**config.mk**
```make
export PLATFORM = sky130hd
export DESIGN_NAME = int_req_ctrl_flat
export DESIGN_NICKNAME = d
export VERILOG_FILES = /design/src/rtl/int_req_ctrl_if.sv /design/src/rtl/int_req_ctrl.sv /design/src/flat_wrapper.sv
export SDC_FILE = /design/constraint.sdc
export NUM_CORES = 1
export LEC_CHECK = 0
export BUFFER_PORTS_ARGS = -buffer_cell sky130_fd_sc_hd__buf_2
export CORE_ASPECT_RATIO = 1.2
export CORE_MARGIN = 1.5
export CORE_UTILIZATION = 45
export DETAILED_ROUTE_END_ITERATION = 6
export PLACE_DENSITY = 0.73
export SYNTH_ARGS = -nofsm -noshare
export SYNTH_HDL_FRONTEND = slang
export SYNTH_SLANG_ARGS = --single-unit
```
**constraint.sdc**
```tcl
create_clock -name clk -period 2.35 [get_ports clk]
set_input_delay 0.5875 -clock clk [delete_from_list [all_inputs] [get_ports clk]]
set_output_delay 0.5875 -clock clk [all_outputs]
set_load 0.02 [all_outputs]
```
**src/rtl/int_req_ctrl_if.sv**
```systemverilog
// int_req_ctrl_if: bundles the interrupt lines, the core handshake and the
// controller's request outputs into one port.
//   master : interrupt pins + core side (drives irq_src, irq_mask, int_taken,
//            eret; observes ext_int, int_finished, int_id, int_pending)
//   slave  : the controller (int_req_ctrl)
interface int_req_ctrl_if #(
  parameter int NUM_SRC = 6,
  parameter int ID_W    = 3
);
  logic [NUM_SRC-1:0] irq_src;
  logic [NUM_SRC-1:0] irq_mask;
  logic               int_taken;
  logic               eret;
  logic               ext_int;
  logic               int_finished;
  logic [ID_W-1:0]    int_id;
  logic [NUM_SRC-1:0] int_pending;

  modport master (
    output irq_src, irq_mask, int_taken, eret,
    input  ext_int, int_finished, int_id, int_pending
  );

  modport slave (
    input  irq_src, irq_mask, int_taken, eret,
    output ext_int, int_finished, int_id, int_pending
  );
endinterface

```
**src/rtl/int_req_ctrl.sv**
```systemverilog
// int_req_ctrl: synchronises up to NUM_SRC asynchronous interrupt lines,
// keeps a pending register, masks and picks the lowest-index candidate, and
// runs the request through acceptance (int_taken) and handler exit (eret),
// finishing with a one-cycle int_finished pulse.
//
// Ports:
//   clk    core clock, rising edge
//   rst_n  synchronous active-low reset
//   bus    int_req_ctrl_if.slave: irq_src, irq_mask, int_taken, eret in;
//          ext_int, int_finished, int_id, int_pending out
//
// Build option: define INT_EDGE_TRIG_EN for edge-triggered, sticky pending
// bits cleared by int_taken. Without it the pending register is simply the
// registered synchroniser output (level-triggered).
//
// state   | meaning
// --------+----------------------------------------------------------
// IDLE    | no request; latch the winning candidate when one exists
// ASSERT  | ext_int high, waiting for int_taken (or mask/line withdrawal)
// SERVICE | handler running, no nesting, waiting for eret
// DONE    | int_finished pulse for one cycle
module int_req_ctrl #(
  parameter int NUM_SRC = 6,
  parameter int ID_W    = 3
) (
  input logic           clk,
  input logic           rst_n,
  int_req_ctrl_if.slave bus
);

  typedef enum logic [1:0] {IDLE, ASSERT, SERVICE, DONE} state_t;

  state_t             state, state_nxt;
  logic [NUM_SRC-1:0] sync_q1, sync_q2;
  logic [NUM_SRC-1:0] pending;
  logic [NUM_SRC-1:0] cand;
  logic [NUM_SRC-1:0] sel_oh;
  logic [ID_W-1:0]    int_id;
  logic [ID_W-1:0]    win_id;
  logic               win_vld;
  logic               cur_vld;
  logic               take;
  logic               load_id;

  always_ff @(posedge clk) begin
    if (!rst_n) begin
      sync_q1 <= '0;
      sync_q2 <= '0;
    end else begin
      sync_q1 <= bus.irq_src;
      sync_q2 <= sync_q1;
    end
  end

  assign take = (state == ASSERT) && bus.int_taken;

`ifdef INT_EDGE_TRIG_EN
  logic [NUM_SRC-1:0] prev;
  logic [NUM_SRC-1:0] rise;
  logic [NUM_SRC-1:0] clr;
  logic [1:0]         settle_cnt;

  // The synchroniser restarts from zero after reset, so a line that was
  // already high would look like a fresh edge. Edge detection is held off
  // until the chain and prev register carry real samples.
  assign rise = (settle_cnt == 2'd0) ? (sync_q2 & ~prev) : '0;
  assign clr  = take ? sel_oh : '0;

  always_ff @(posedge clk) begin
    if (!rst_n) begin
      prev       <= '0;
      settle_cnt <= 2'd3;
      pending    <= '0;
    end else begin
      prev <= sync_q2;
      if (settle_cnt != 2'd0)
        settle_cnt <= settle_cnt - 2'd1;
      // set has priority over the int_taken clear
      pending <= (pending & ~clr) | rise;
    end
  end
`else
  always_ff @(posedge clk) begin
    if (!rst_n)
      pending <= '0;
    else
      pending <= sync_q2;
  end
`endif

  assign cand = pending & bus.irq_mask;

  always_comb begin
    sel_oh = '0;
    for (int i = 0; i < NUM_SRC; i++)
      sel_oh[i] = (int_id == ID_W'(i));
  end

  assign cur_vld = |(cand & sel_oh);

  // descending scan so the lowest set index is the one left standing
  always_comb begin
    win_vld = 1'b0;
    win_id  = '0;
    for (int i = NUM_SRC - 1; i >= 0; i--) begin
      if (cand[i]) begin
        win_vld = 1'b1;
        win_id  = ID_W'(i);
      end
    end
  end

  always_ff @(posedge clk) begin
    if (!rst_n) begin
      state  <= IDLE;
      int_id <= '0;
    end else begin
      state <= state_nxt;
      if (load_id)
        int_id <= win_id;
    end
  end

  always_comb begin
    state_nxt = state;
    load_id   = 1'b0;
    case (state)
      IDLE: begin
        if (win_vld) begin
          load_id   = 1'b1;
          state_nxt = ASSERT;
        end
      end
      ASSERT: begin
        if (take)
          state_nxt = SERVICE;
        else if (!cur_vld)
          state_nxt = IDLE;
      end
      SERVICE: begin
        if (bus.eret)
          state_nxt = DONE;
      end
      DONE:    state_nxt = IDLE;
      default: state_nxt = IDLE;
    endcase
  end

  assign bus.ext_int      = (state == ASSERT);
  assign bus.int_finished = (state == DONE);
  assign bus.int_id       = int_id;
  assign bus.int_pending  = pending;

endmodule
```
**src/flat_wrapper.sv**
```systemverilog
// flat-port wrapper written by rule: the top's interface ports become plain ports
module int_req_ctrl_flat 
#(
  parameter int NUM_SRC = 6,
  parameter int ID_W    = 3
)
  (clk, rst_n, bus_irq_src, bus_irq_mask, bus_int_taken, bus_eret, bus_ext_int, bus_int_finished, bus_int_id, bus_int_pending);
  int_req_ctrl_if #(.NUM_SRC(NUM_SRC), .ID_W(ID_W)) bus_i ();
  input logic clk;
  input logic rst_n;
  input wire logic [$bits(bus_i.irq_src)-1:0] bus_irq_src;
  input wire logic [$bits(bus_i.irq_mask)-1:0] bus_irq_mask;
  input wire logic [$bits(bus_i.int_taken)-1:0] bus_int_taken;
  input wire logic [$bits(bus_i.eret)-1:0] bus_eret;
  output wire logic [$bits(bus_i.ext_int)-1:0] bus_ext_int;
  output wire logic [$bits(bus_i.int_finished)-1:0] bus_int_finished;
  output wire logic [$bits(bus_i.int_id)-1:0] bus_int_id;
  output wire logic [$bits(bus_i.int_pending)-1:0] bus_int_pending;
  assign bus_i.irq_src = bus_irq_src;
  assign bus_i.irq_mask = bus_irq_mask;
  assign bus_i.int_taken = bus_int_taken;
  assign bus_i.eret = bus_eret;
  assign bus_ext_int = bus_i.ext_int;
  assign bus_int_finished = bus_i.int_finished;
  assign bus_int_id = bus_i.int_id;
  assign bus_int_pending = bus_i.int_pending;
  int_req_ctrl #(.NUM_SRC(NUM_SRC), .ID_W(ID_W)) u_core (.clk(clk), .rst_n(rst_n), .bus(bus_i));
endmodule
```
==> results of run 1 <==
worst reg2reg max path: stages (launching register included):
cell	delay (ps)
dfxtp_1	360
a222oi_1	510
and2_1	230
a21boi_1	110
o21ai_0	200
through the flow:
step | power, mW | area, um^2 | util, % | instances | hold slack (ps)
2_1_floorplan | 0.470 | 812 | - | 79 | 406
3_3_place_gp | 0.496 | 957 | 57.6 | 121 | 409
3_5_place_dp | 0.500 | 957 | 57.6 | 121 | 412
4_1_cts | 0.670 | 983 | 59.2 | 125 | 441
5_1_grt | 0.696 | 983 | 59.2 | 125 | 451
6_report | 0.662 | 983 | 59.2 | 125 | 438
report_power, final:
part / internal, mW / switching [mW]
clock network: 0.0660 / 0.105
registers: 0.408 / 0.0106
logic: 0.0339 / 0.0384
total: 0.508 / 0.154
cells in the final DEF (no fill, tap or decap), types with 2 or more instances in the layout:
master and count:
buf_2 26, and2_1 20, o21ai_0 2, nand3_1 3, dfxtp_1 23, nand2_1 8, nor2b_1 4, nor2_1 2
clkbuf_4 3
logic make-up after synthesis:
kind of cell	after synthesis	share of synthesized area, %
flip-flops	23	56.7
multiplexers	1	2.77
AND/OR/NAND/NOR	40	27.4
buffers and inverters	2	0.925
AO/OA/AOI/OAI	13	12.2
cell type report:
type	count	area (um^2)	share of cell area (%)
flip-flops and latches	23	460	46.8
multi-input cells	54	344	35.0
repair buffers	26	130	13.2
clock buffers	4	26.3	2.67
well taps	18	22.5	2.29
flip-flops by register name, indices dropped and copies added, names as in the netlist, named ones only:
signal and count:
u_core.state 1, u_core.bus.int_pending 6, u_core.sync_q1 6, u_core.sync_q2 6, u_core.bus.int_id 3
how the worst max path moves through the flow:
stage	from	to	slack (ps)	cells after the start
after CTS	u_core.state[0]$_SDFFE_PN0P_	bus_ext_int	660	2
after detailed placement	bus_irq_mask[1]	u_core.bus.int_id[1]$_SDFFE_PN0P_	550	5
after global routing	u_core.state[0]$_SDFFE_PN0P_	bus_ext_int	560	2
after floorplan	bus_irq_mask[0]	u_core.state[0]$_SDFFE_PN0P_	850	4
after global placement	bus_irq_mask[0]	u_core.state[0]$_SDFFE_PN0P_	670	5
final	u_core.state[0]$_SDFFE_PN0P_	bus_ext_int	660	2
routing by layer:
metal | wire, um | vias to the layer above | global-route usage (%)
met5 | 0 | - | 0
met4 | 29 | 0 | 10.2
met3 | 59 | 4 | 2.20
met2 | 743 | 22 | 28.6
met1 | 600 | 314 | 14.7
li1 | - | 329 | -
==> impl_metrics.toml, run 1 <==
[clock_network]
cts_tree = "done"
cts-resized-gates = 0
htreeDepth = 1
clk_pin_slew_ps = 120
clock_latency_ps = 300
cts_hold_buf = 0
post_cts_buffers = 0
cts_buffers = 3
cts_root_buf = "clkbuf_4"
cts_buffer_depth = 2
cts_sinks = 23

[setup_path]
crit_arrival_ps = 1110
max_stage_delay_ps = 430
crit_path_max_fanout = 6
reg2reg_from = "u_core.bus.int_pending[1]$_SDFF_PN0_"
reg2reg_to = "u_core.bus.int_id[1]$_SDFFE_PN0P_"
crit_type = "reg2out"
path_delay_family = "flip-flops"
worstSetupStartpointType = "flop"
reg2reg_slack_ps = 870
path_cells = "nor2b_1 -> buf_2"
crit_slowest_cell = "dfxtp_1"
reg2regPathDepth = 4
critical_path_required_ps = 1760
end_kind = "output port"
cp.buffers_inverters = 1

[placement]
dp_hpwl_um = 1080
place_ws_ps = 547
portBuffers = 26
gp_congestion = 0.876

[logic_synthesis]
synth_enable_flop_cells = 0
synth_seq_cells = 23
avgSynthCellArea_um2 = 10.3
ys_top_cells_by_count = "dfxtp_1, and2_1, nand2_1"
synth_top_area_cell = "dfxtp_1"
synth_flop_cell = "dfxtp_1"
yosys.area.top_type_share_pct = 56.7
async_flop_share_pct = 0
seq_area_frac_synth_pct = 56.7
yosys_warnings = 0
synth_cells = 79
ys_types = 23
syn_nets = 95
netlist_area_um2 = 812
synth.most_common_cell = "dfxtp_1"
ys_top_cells_by_area = "dfxtp_1, and2_1, nand2_1"

[sta]
fmax_mhz = 590
maxSlewHeadroom_pct = 67.9
drv_slew = 0
layout_setup_ws_ps = 655
hold_violations = 0
layout_min_cycle_time_ps = 1690
fin_setup_tns_ps = 0
rsz0062_at_grt = "no"
skew_ps = 6.36
tightest_slew_ps = 482
setup_viol = 0
post-route-period-util_pct = 72.1

[hold_path]
worstHoldStart = "u_core.sync_q2[1]$_SDFF_PN0_"
hold_path_depth = 1
hold_path.class = "reg2reg"
min_to = "u_core.bus.int_pending[1]$_SDFF_PN0_"

[floorplan]
io_pins = 27
start_util_pct = 48.9
rows = 16
die_w_um = 41.8
die_y_um = 49.5
die_area_mm2 = 0.00207
core_area_mm2 = 0.00166

[global_routing]
grt_overflow = 0
grt_antenna_before_repair = 0
grt_pass1_wl_um = 2380
grt_max_degree = 25
grt_usage_pct = 15.2
grt_pass1_vias = 617

[power_and_ir_drop]
p_per_area_mw_per_mm2 = 673
p_leak_nw = 0.432
ir_drop_mv = 0.386

[final_layout]
nFillCells = 160
antenna_cells = 0
syn_to_final_growth_pct = 21.1
nets = 124
drive_gt1_share_pct = 29.0

[run]
maxCapViolCount = 0

[routing]
drt_wl_total_um = 1430
routed_via_density = 5.35
ant_nets = 0
dr_total_vias = 669
drc = 0
wl_per_cell_um = 11.5
first_pass_iters = 4
drt_iter0_drc = 21

[status]
outcome = "complete, no violations"
(Power assumes the default switching activity.)
==> inputs of run 2 (changes only) <==
--- a/config.mk
+++ b/config.mk
@@ -5,12 +5,13 @@
 export SDC_FILE = /design/constraint.sdc
 export NUM_CORES = 1
 export LEC_CHECK = 0
+export ABC_AREA = 1
 export BUFFER_PORTS_ARGS = -buffer_cell sky130_fd_sc_hd__buf_2
 export CORE_ASPECT_RATIO = 1.2
 export CORE_MARGIN = 1.5
-export CORE_UTILIZATION = 45
+export CORE_UTILIZATION = 43
 export DETAILED_ROUTE_END_ITERATION = 6
-export PLACE_DENSITY = 0.73
+export PLACE_DENSITY = 0.72
 export SYNTH_ARGS = -nofsm -noshare
 export SYNTH_HDL_FRONTEND = slang
 export SYNTH_SLANG_ARGS = --single-unit
==> constraint.sdc (replaced) <==
create_clock -name clk -period 1.53 [get_ports clk]
set_input_delay 0.3825 -clock clk [delete_from_list [all_inputs] [get_ports clk]]
set_output_delay 0.3825 -clock clk [all_outputs]
set_load 0.02 [all_outputs]
==> run 2 against run 1 <==
Non-clock buffer count did not move; setup slack got worse by 510 ps; clock power rose by 50%; synthesized area rose by 9.4%; final area rose by 8.4%; core utilization fell by 2.9 points; via count rose by 14%; register-to-register slack got worse by 450 ps; combinational power rose by 99%; largest cell class unchanged.
==> impl_metrics.toml, run 2 <==
[status]
outcome = "complete, no violations"

[logic_synthesis]
synthMuxAreaShare_pct = 0
ys_types = 18
ys_top_cells_by_count = "nand2_1, inv_1, dfxtp_1"
syn_nets = 141
synth_enable_flop_cells = 0
synthXorXnorAreaFrac_pct = 0
synth_flop_cell = "dfxtp_1"
synth_seq_cells = 23
synth-compound-area-share_pct = 5.07
netlist_area_um2 = 888
avgSynthCellArea_um2 = 7.11
synth_top_area_cell = "dfxtp_1"
ys_top_cells_by_area = "dfxtp_1, nand2_1, inv_1"
yosys.area.top_type_share_pct = 51.8
synth_fa_ha_area_share_pct = 0
synth_cells = 125
seq_area_frac_synth_pct = 51.8
synth_top_family_by_area = "simple AND/OR/NAND/NOR gates"
async_flop_share_pct = 0
yosys_warnings = 0
synth.most_common_cell = "nand2_1"
synth-simple-area-share_pct = 29.0

[clock_network]
cts_sinks = 23
cts_tree = "done"
cts_root_buf = "clkbuf_4"
cts_buffers = 3
cts_hold_buf = 0
cts_buffer_depth = 2
clock_latency_ps = 290
htreeDepth = 1
clk_pin_slew_ps = 110

[power_and_ir_drop]
intPower_uw = 787
ir_drop_mv = 0.516
power_frac_seq_pct = 61.8
finalPower_mw = 1.05
p_leak_nw = 0.698
p_sw_uw = 261
switching_share_pct = 24.9
p_per_area_mw_per_mm2 = 984
combPwrFrac_pct = 13.8
p_clk_share_pct = 24.4

[routing]
ant_nets = 0
drc = 0
dr_total_vias = 766
drt_wl_total_um = 1500
first_pass_iters = 4
routed_via_density = 4.45
wl_per_cell_um = 8.72
drt_iter0_drc = 9

[setup_path]
crit_start = "u_core.state[0]$_SDFFE_PN0P_"
reg2reg_from = "u_core.bus.int_id[0]$_SDFFE_PN0P_"
critical_path_required_ps = 1150
reg2reg_slack_ps = 420
cp.buffers_inverters = 2
crit_arrival_ps = 1010
crit_type = "reg2out"
crit_slowest_cell = "dfxtp_2"
end_kind = "output port"
worstSetupStartpointType = "flop"
worst-path-stages = 3
path_delay_family = "flip-flops"
max_stage_delay_ps = 370
path_cells = "inv_1 -> nor2_2 -> buf_4"
reg2regPathDepth = 10
crit_path_max_fanout = 4

[final_layout]
antenna_cells = 0
most-common-layout-cells = "nand2_1, inv_1, buf_2"
nFillCells = 179
syn_to_final_growth_pct = 20.0
final_common_cell = "nand2_1"
final_core_util_pct = 56.3
nets = 170
drive_gt1_share_pct = 26.8
fin_area_mm2 = 0.00107
final_cells = 172

[placement]
dp_cells = 168
gp_congestion = 0.905
place_ws_ps = 303
dpl_cell_area_mm2 = 0.00103
dp_hpwl_um = 1190
portBuffers = 26

[sta]
skew_ps = 2.08
layout_setup_ws_ps = 141
timing.hold.ws_ps = 259
fin_setup_tns_ps = 0
maxSlewHeadroom_pct = 77.2
drv_slew = 0
layout_min_cycle_time_ps = 1390
hold_violations = 0
post-route-period-util_pct = 90.8
fmax_mhz = 720
tightest_slew_ps = 342
setup_viol = 0
rsz0062_at_grt = "no"

[floorplan]
die_area_mm2 = 0.00235
die_w_um = 44.5
start_util_pct = 46.9
core_area_mm2 = 0.00189
die_y_um = 52.8
io_pins = 27
rows = 17

[hold_path]
hold_path.class = "in2reg"
worstHoldStart = "bus_irq_src[0]"
hold_path_depth = 3

[global_routing]
grt_usage_pct = 15.2
grt_max_degree = 22
grt_overflow = 0
grt_pass1_vias = 703
grt_pass1_wl_um = 2600
grt_antenna_before_repair = 0

[run]
maxCapViolCount = 0
-- run 2: logic make-up (layout without fill, tap and decap cells) --
group,Yosys count,after routing
AND/OR/NAND/NOR,61,61
buffers and inverters,33,61
AO/OA/AOI/OAI,8,8
flip-flops,23,23
-- run 2: worst paths after layout --
| path | end |
|---|---|
| setup / recovery | bus_ext_int |
| hold / removal | u_core.sync_q1[0]$_SDFF_PN0_ |
| setup reg to reg | u_core.state[0]$_SDFFE_PN0P_ |
| hold reg to reg | u_core.bus.int_pending[1]$_SDFF_PN0_ |
-- run 2: worst min-delay path, cell delays in order --
cell and delay, ps:
buf_2 70, nand2_1 40, inv_1 40
-- run 2: area by class of cell --
type | count | area, um^2 | area share [%]
Timing Repair Buffer | 26 | 133 | 12.4
Sequential cell | 23 | 462 | 43.3
Clock buffer | 4 | 26.3 | 2.46
Inverter | 31 | 116 | 10.9
Tap cell | 19 | 23.8 | 2.23
Multi-Input combinational cell | 69 | 305 | 28.6
-- run 2: power by group through the flow --
stage | clock network, mW | logic [mW] | registers [mW]
6_report | 0.256 | 0.144 | 0.649
5_1_grt | 0.297 | 0.165 | 0.653
4_1_cts | 0.273 | 0.143 | 0.648
3_5_place_dp | 0 | 0.142 | 0.661
3_3_place_gp | 0 | 0.138 | 0.659
2_1_floorplan | 0 | 0.0849 | 0.668
-- run 2: repair_timing --
action,4_1_cts,5_1_grt
endpoints found under the setup margin,0,1
setup buffers,0,0
gates resized for setup,0,3
hold endpoints to repair,0,0
-- run 2: metal layers --
metal / vias to the layer above / routed length [um] / global-route usage, %
met5: - / 0 / 0
met4: 0 / 19 / 10.6
met3: 4 / 46 / 3.45
met2: 14 / 814 / 27.8
met1: 331 / 619 / 14.3
li1: 417 / - / -
==> inputs of run 3 (changes only) <==
--- a/config.mk
+++ b/config.mk
@@ -12,6 +12,8 @@
 export CORE_UTILIZATION = 43
 export DETAILED_ROUTE_END_ITERATION = 6
 export PLACE_DENSITY = 0.72
+export SETUP_SLACK_MARGIN = 0.2
+export SLEW_MARGIN = 20
 export SYNTH_ARGS = -nofsm -noshare
 export SYNTH_HDL_FRONTEND = slang
 export SYNTH_SLANG_ARGS = --single-unit
==> run 3 against run 2 <==
Worst hold slack about the same; final area up 4.2%; maximum frequency up 4.3%; critical path depth is the same; combinational power up 18%; clock skew is 0.52 ps higher; non-clock buffer count is 3 higher; largest power group unchanged.
==> impl_metrics.toml, run 3 (synthesis gave the netlist of run 2 again) <==
[setup_path]
worstSetupStartpointType = "flop"
end_kind = "output port"
cp.buffers_inverters = 2
crit_path_max_fanout = 3
crit_type = "reg2out"
reg2regPathDepth = 7
crit_slowest_cell = "dfxtp_2"
path_cells = "inv_2 -> nor2_4 -> buf_6"
crit_arrival_ps = 950
path_delay_family = "flip-flops"
reg2reg_slack_ps = 370
critical_path_required_ps = 1150
worst-path-stages = 3
max_stage_delay_ps = 360

[hold_path]
hold_path_depth = 3
hold_path.class = "in2reg"

[placement]
place_ws_ps = 303
gp_congestion = 0.905
dp_hpwl_um = 1190
portBuffers = 26

[sta]
post-route-period-util_pct = 87.1
rsz0062_at_grt = "yes"
fin_setup_tns_ps = 0
setup_viol = 0
hold_violations = 0
tightest_slew_ps = 344
drv_slew = 0
fmax_mhz = 751
layout_setup_ws_ps = 198
skew_ps = 2.60
layout_min_cycle_time_ps = 1330
maxSlewHeadroom_pct = 77.0

[clock_network]
cts_buffer_depth = 2
clk_pin_slew_ps = 110
cts_sinks = 23
cts_hold_buf = 0
clock_latency_ps = 290
htreeDepth = 1
cts_root_buf = "clkbuf_4"
cts_tree = "done"
cts_buffers = 3

[routing]
wl_per_cell_um = 8.89
dr_total_vias = 794
drc = 0
routed_via_density = 4.54
drt_wl_total_um = 1560
drt_iter0_drc = 8
ant_nets = 0
first_pass_iters = 4

[global_routing]
grt_usage_pct = 15.4
grt_antenna_before_repair = 0
grt_max_degree = 22
grt_pass1_vias = 700
grt_pass1_wl_um = 2650
grt_overflow = 0

[floorplan]
start_util_pct = 46.9
rows = 17
die_w_um = 44.5
io_pins = 27
die_y_um = 52.8
core_area_mm2 = 0.00189
die_area_mm2 = 0.00235

[power_and_ir_drop]
p_leak_nw = 0.714
p_per_area_mw_per_mm2 = 968
ir_drop_mv = 0.516

[final_layout]
nets = 173
final_common_cell = "nand2_1"
syn_to_final_growth_pct = 25.1
drive_gt1_share_pct = 32.1
most-common-layout-cells = "nand2_1, inv_1, buf_2"
antenna_cells = 0

[status]
outcome = "complete, no violations"

[run]
maxCapViolCount = 0
run 3: cell types whose count changed in the layout (fill, tap and decap cells not counted), sizes merged:
cell  before  now
buf       26   29
run 3: timing repair:
action | in CTS | in global routing
pin swaps | 0 | 1
buffers inserted | 1 | 2
gates resized for setup | 6 | 8
endpoints found under the setup margin | 3 | 4
run 3: worst paths after layout:
kind                                                    from                                    to
worst min-delay path                          bus_irq_src[0]          u_core.sync_q1[0]$_SDFF_PN0_
worst max-delay path            u_core.state[0]$_SDFFE_PN0P_                           bus_ext_int
worst min register to register  u_core.sync_q2[1]$_SDFF_PN0_  u_core.bus.int_pending[1]$_SDFF_PN0_
worst max register to register  u_core.state[0]$_SDFFE_PN0P_          u_core.state[0]$_SDFFE_PN0P_
run 3: power by group:
group	switching (mW)	internal (mW)	leakage [nW]	total, mW
combinational	0.0948	0.0753	0.507	0.170
clock	0.154	0.101	0.0150	0.256
sequential	0.0199	0.630	0.191	0.650
run 3: layer usage:
metal	track usage, %	up-vias	routed length (um)
li1	-	424	-
met5	0	-	0
met1	14.5	348	643
met2	29.0	18	840
met3	3.45	4	52
met4	9.60	0	19
run 3: layout make-up:
cell class | instances | area (um^2)
clock buffer | 4 | 26.3
fill | 175 | 782
inverter | 31 | 116
multi-input combinational | 69 | 310
sequential | 23 | 469
tap | 19 | 23.8
timing repair buffer | 29 | 165
run 3: through the flow:
| stage | util, % | std cells | hold slack, ps | total power, mW | instance area (um^2) |
|---|---|---|---|---|---|
| floorplan | - | 125 | 386 | 0.753 | 888 |
| global placement | 54.6 | 168 | 389 | 0.798 | 1030 |
| detailed placement | 54.6 | 168 | 396 | 0.804 | 1030 |
| CTS | 57.0 | 173 | 248 | 1.08 | 1080 |
| global route | 58.7 | 175 | 249 | 1.14 | 1110 |
| finish | 58.7 | 175 | 259 | 1.08 | 1110 |
run 3: worst reg2reg max path: cells and delay by family (launching register included):
family	cells	cell delay, ps
compound gates	2	230
simple gates	3	320
flops	1	350
buf+inv	2	170
